--- src/rtl/sar_avg_sequencer.sv ---
// SAR conversion sequencer: issues start pulses at a programmable period, averages
// 2^AvgLog2 completed results, and abandons conversions that exceed a watchdog limit.
module sar_avg_sequencer #(
  parameter int Resolution    = 8,
  parameter int AvgLog2       = 2,
  parameter int PeriodWidth   = 16,
  parameter int TimeoutCycles = 32
) (
  input  logic                   clk_i,
  input  logic                   rst_i,
  input  logic                   en_i,
  input  logic [PeriodWidth-1:0] period_i,
  output logic                   start_o,
  input  logic                   rdy_i,
  input  logic [Resolution-1:0]  result_i,
  output logic [Resolution-1:0]  avg_o,
  output logic                   valid_o,
  output logic                   busy_o,
  output logic                   timeout_o
);

  localparam int AccWidth = Resolution + AvgLog2;
  localparam int CntWidth = AvgLog2 + 1;
  localparam int WdWidth  = $clog2(TimeoutCycles + 1);
  localparam logic [CntWidth-1:0] WindowLen = CntWidth'(1 << AvgLog2);
  localparam logic [WdWidth-1:0]  WdLimit   = WdWidth'(TimeoutCycles);

  typedef enum logic [1:0] {IDLE, START, CONVERT, WAIT} state_t;

  state_t                 state;
  logic [AccWidth-1:0]    acc;
  logic [CntWidth-1:0]    count;
  logic [PeriodWidth-1:0] period_lat;
  logic [PeriodWidth-1:0] period_cnt;
  logic [WdWidth-1:0]     wd_cnt;
  logic                   rdy_q;
  logic                   en_q;

  logic                   done_edge;
  logic                   window_full;
  logic                   period_elapsed;
  logic                   wd_expired;
  logic [AccWidth-1:0]    acc_sum;
  logic [CntWidth-1:0]    count_inc;
  logic [PeriodWidth-1:0] period_cnt_inc;
  logic [WdWidth-1:0]     wd_cnt_inc;

  // The compares look at the count after this cycle's increment, so both
  // counters measure whole cycles since the start pulse.
  always_comb begin
    done_edge      = rdy_i & ~rdy_q;
    acc_sum        = acc + AccWidth'(result_i);
    count_inc      = count + CntWidth'(1);
    window_full    = (count_inc == WindowLen);
    period_cnt_inc = (&period_cnt) ? period_cnt : period_cnt + PeriodWidth'(1);
    period_elapsed = ({1'b0, period_cnt} + (PeriodWidth + 1)'(1)) >= {1'b0, period_lat};
    wd_cnt_inc     = wd_cnt + WdWidth'(1);
    wd_expired     = (wd_cnt_inc >= WdLimit);
  end

  always_ff @(posedge clk_i or posedge rst_i) begin
    if (rst_i) begin
      state      <= IDLE;
      start_o    <= 1'b0;
      valid_o    <= 1'b0;
      busy_o     <= 1'b0;
      timeout_o  <= 1'b0;
      avg_o      <= '0;
      acc        <= '0;
      count      <= '0;
      period_lat <= '0;
      period_cnt <= '0;
      wd_cnt     <= '0;
      rdy_q      <= 1'b0;
      en_q       <= 1'b0;
    end else begin
      rdy_q   <= rdy_i;
      en_q    <= en_i;
      valid_o <= 1'b0;
      // Dropping enable abandons the partial window; avg_o and timeout_o keep their values.
      if (state != IDLE && !en_i) begin
        state   <= IDLE;
        start_o <= 1'b0;
        busy_o  <= 1'b0;
        acc     <= '0;
        count   <= '0;
      end else begin
        case (state)
          IDLE: begin
            if (en_i && !en_q) timeout_o <= 1'b0;
            if (en_i) begin
              state      <= START;
              start_o    <= 1'b1;
              busy_o     <= 1'b1;
              period_cnt <= '0;
              wd_cnt     <= '0;
            end
          end
          START: begin
            start_o    <= 1'b0;
            period_lat <= period_i;
            period_cnt <= period_cnt_inc;
            wd_cnt     <= wd_cnt_inc;
            state      <= CONVERT;
          end
          CONVERT: begin
            period_cnt <= period_cnt_inc;
            wd_cnt     <= wd_cnt_inc;
            if (done_edge) begin
              if (window_full) begin
                avg_o   <= acc_sum[AccWidth-1:AvgLog2];
                valid_o <= 1'b1;
                acc     <= '0;
                count   <= '0;
              end else begin
                acc     <= acc_sum;
                count   <= count_inc;
              end
              state <= WAIT;
            end else if (wd_expired) begin
              timeout_o <= 1'b1;
              state     <= WAIT;
            end
          end
          WAIT: begin
            period_cnt <= period_cnt_inc;
            if (period_elapsed) begin
              state      <= START;
              start_o    <= 1'b1;
              period_cnt <= '0;
              wd_cnt     <= '0;
            end
          end
          default: state <= IDLE;
        endcase
      end
    end
  end

endmodule
--- config.mk ---
export PLATFORM = sky130hd
export DESIGN_NAME = sar_avg_sequencer
export DESIGN_NICKNAME = d
export VERILOG_FILES = /design/src/rtl/sar_avg_sequencer.sv
export SDC_FILE = /design/constraint.sdc
export NUM_CORES = 1
export LEC_CHECK = 0
export ABC_AREA = 1
export CORE_ASPECT_RATIO = 1.4
export CORE_MARGIN = 4
export CORE_UTILIZATION = 50
export CTS_CLUSTER_SIZE = 14
export DETAILED_ROUTE_END_ITERATION = 12
export PLACE_DENSITY_LB_ADDON = 0.3
export SYNTH_ARGS = -nofsm -noshare
export SYNTH_HDL_FRONTEND = slang
export SYNTH_SLANG_ARGS = --single-unit
--- constraint.sdc ---
create_clock -name clk_i -period 8.7 [get_ports clk_i]
set_clock_uncertainty 0.05 [all_clocks]
set_input_delay 1.74 -clock clk_i [delete_from_list [all_inputs] [get_ports clk_i]]
set_output_delay 1.74 -clock clk_i [all_outputs]
set_load 0.005 [all_outputs]
==> metrics.cfg <==
[status]
status=finished, final reports clean

[floorplanning]
fp.dieH_um=115.9
core_um2=8149
start_util_pct=51.01
row_count=39
dieArea_um2=9856
io_pins=40
die_w_um=85.06

[timing]
min_period_over_period_pct=53.59
fin_crit_ns=4.663
hold_violations=0
tightest_slew_ns=1.053
slew_violations=0
finalSetupTns_ns=0
rsz0062_at_grt=false
relSlewSlack_pct=29.57
report.final.setup_viol=0
max_freq_mhz=214.5

[grt]
grt_usage_pct=19.16
antenna_found_initial=0
grt_overflow_total=0
grt_max_degree=68
grt_pass1_vias=3431
grt_pass1_wl_mm=15.12

[synthesis]
synthesis.area_um2=4156
async_flop_share_pct=100.0
syn_nets=591
ys_ff_latch=67
syn_area_per_cell_um2=7.887
yosysWarnings=0
ys.flop_type=dfrtp_1
ys_seq_area_share_pct=40.34
postSynthCellCount=527
synth_edf_count=0
ys_types=37

[finish]
antennaDiodeCount=0
drive_gt1_share_pct=5.759
syn_to_final_growth_pct=18.51
final_area_um2=4926
layout.nets=634
final_core_util_pct=60.45
stdcell_count=675

[place]
portBuffers=39
gp_congestion=0.8859
dp_hpwl_mm=6.477
placed_cell_area_um2=4643
dp.cells=661

[clock_network]
clk_latency_ns=0.33
cts_setup_buffers=0
cts_tree=yes
cts.hold.buffers_added=0
cts_sinks=67
cts_max_level=3
clockBufferDepth=2
cts_root_buf=clkbuf_16
cts_buffers=9
cts_resized=0
clkTransAtPathRegs_ns=0.05

[route]
dr_total_vias=3512
drc=0
viasPerCell=5.203
ant_nets=0
wl_per_cell_um=12.94
drt_iter0_drc=198
drtPass1Iterations=4
routed_wl_mm=8.737

[setup_path]
startpoint=en_i
cp.required_ns=8.89
r2r-end=period_cnt[9]
worstPathMaxFanout=16
crit_arrival_ns=4.85
start_kind=primary input
r2r_start=state[0]
critPathCapture=period_cnt[9]
worst-r2r-setup-slack_ns=5.19
critPathCaptureType=flip-flop
r2r_cells=9
criticalPathCategory=in -> reg

[flow_run]
maxCapViolCount=0

[power]
power_uw=1326
p_per_area_nw_per_um2=269.1
ir_worst_vdd_mv=0.1555
power.leakage_uw=0.002656

[hold_path]
hold_path_class=reg -> reg

[cells in the mapped netlist (4+ instances only)]
master | n | area share (%)
nand3_1 | 35 | 4.2
nand3b_1 | 4 | 0.72
a22o_1 | 4 | 0.84
nand4_1 | 7 | 1.1
xor2_1 | 14 | 3.0
o21ai_1 | 9 | 1.1
o21ai_0 | 28 | 3.4
inv_1 | 81 | 7.3
nor2_1 | 47 | 4.2
ha_1 | 35 | 11
dfrtp_1 | 67 | 40
nand3_2 | 4 | 0.96
clkbuf_1 | 6 | 0.54
nor3_1 | 5 | 0.60
nand2_1 | 121 | 11
a21oi_1 | 33 | 4.0
[logic make-up after synthesis]
kind of cell,Yosys count,synth area share [%]
multiplexers,1,0.2709
AO/OA/AOI/OAI,82,10.96
buffers and inverters,89,8.248
AND/OR/NAND/NOR,235,25.59
adder cells (fa/ha/maj),36,11.02
flip-flops,67,40.34
XOR/XNOR,17,3.582
[worst min-delay path by stage]
stage,startpoint,endpoint,cells past startpoint
finish,start_o,start_o,2
global route,acc[7],acc[7],2
CTS,start_o,start_o,2
detailed placement,start_o,start_o,2
global placement,start_o,start_o,2
floorplan,acc[7],acc[7],2
[routing by layer]
metal  up-vias  track usage (%)  wire length [µm]
li1       1796                -                 -
met1      1615            22.21              3859
met2        84            33.40              4296
met3        17            5.334               356
met4         0            7.603               224
met5         -                0                 0
[report_power, final]
group	switching [µW]	internal, µW	total [µW]
Clock	128	225	353
Combinational	335	198	533
Sequential	46.1	394	440
[placed cells by master, fill, tap and decap left out, drive strengths merged]
| master | n |
|---|---|
| nand2 | 124 |
| inv | 81 |
| dfrtp | 67 |
| nor2 | 49 |
| nand3 | 40 |
| clkdlybuf4s50 | 39 |
| o21ai | 37 |
| ha | 35 |
| a21oi | 33 |
| xor2 | 14 |
| clkbuf | 11 |
| nor3 | 8 |
| nand4 | 7 |
| nand3b | 4 |
| a22o | 4 |
| xnor2 | 3 |
| nor4 | 2 |
| a31o | 2 |
| clkinv | 2 |
| a21o | 2 |
| a31oi | 1 |
| mux2 | 1 |
| o31ai | 1 |
| o2111ai | 1 |
| or2 | 1 |
| o211ai | 1 |
| fa | 1 |
| bufinv | 1 |
| buf | 1 |
[per-stage QoR]
step / hold slack (ns) / worst slack, ns
3_3_place_gp: 0.4014 / 3.797
5_1_grt: 0.4544 / 3.721
4_1_cts: 0.4231 / 4.040
2_1_floorplan: 0.4031 / 5.227
3_5_place_dp: 0.4103 / 3.693
6_report: 0.4219 / 4.037
[layout make-up]
| type | count | area (µm²) |
|---|---|---|
| flip-flops and latches | 67 | 1677 |
| multi-input cells | 371 | 2137 |
| well taps | 102 | 127.6 |
| fillers | 734 | 3223 |
| clock inverters | 3 | 40.04 |
| inverters | 81 | 304.0 |
| repair buffers | 40 | 397.9 |
| clock buffers | 11 | 242.7 |
[state kept, by name, indices dropped and copies added, names as in the netlist, 2 cells and up]
register,count
period_lat,16
wd_cnt,6
avg_o,8
count,3
acc,10
state,2
period_cnt,16
[worst max-delay path: stages]
cell             delay [ns]
clkdlybuf4s50_1        0.47
inv_1                  0.09
ha_1                   0.27
nor2_1                 0.74
inv_1                  0.36
nor2_1                 0.88
nand3_1                0.15
o21ai_0                0.14
Note: power is estimated with default switching activity, not from simulation.
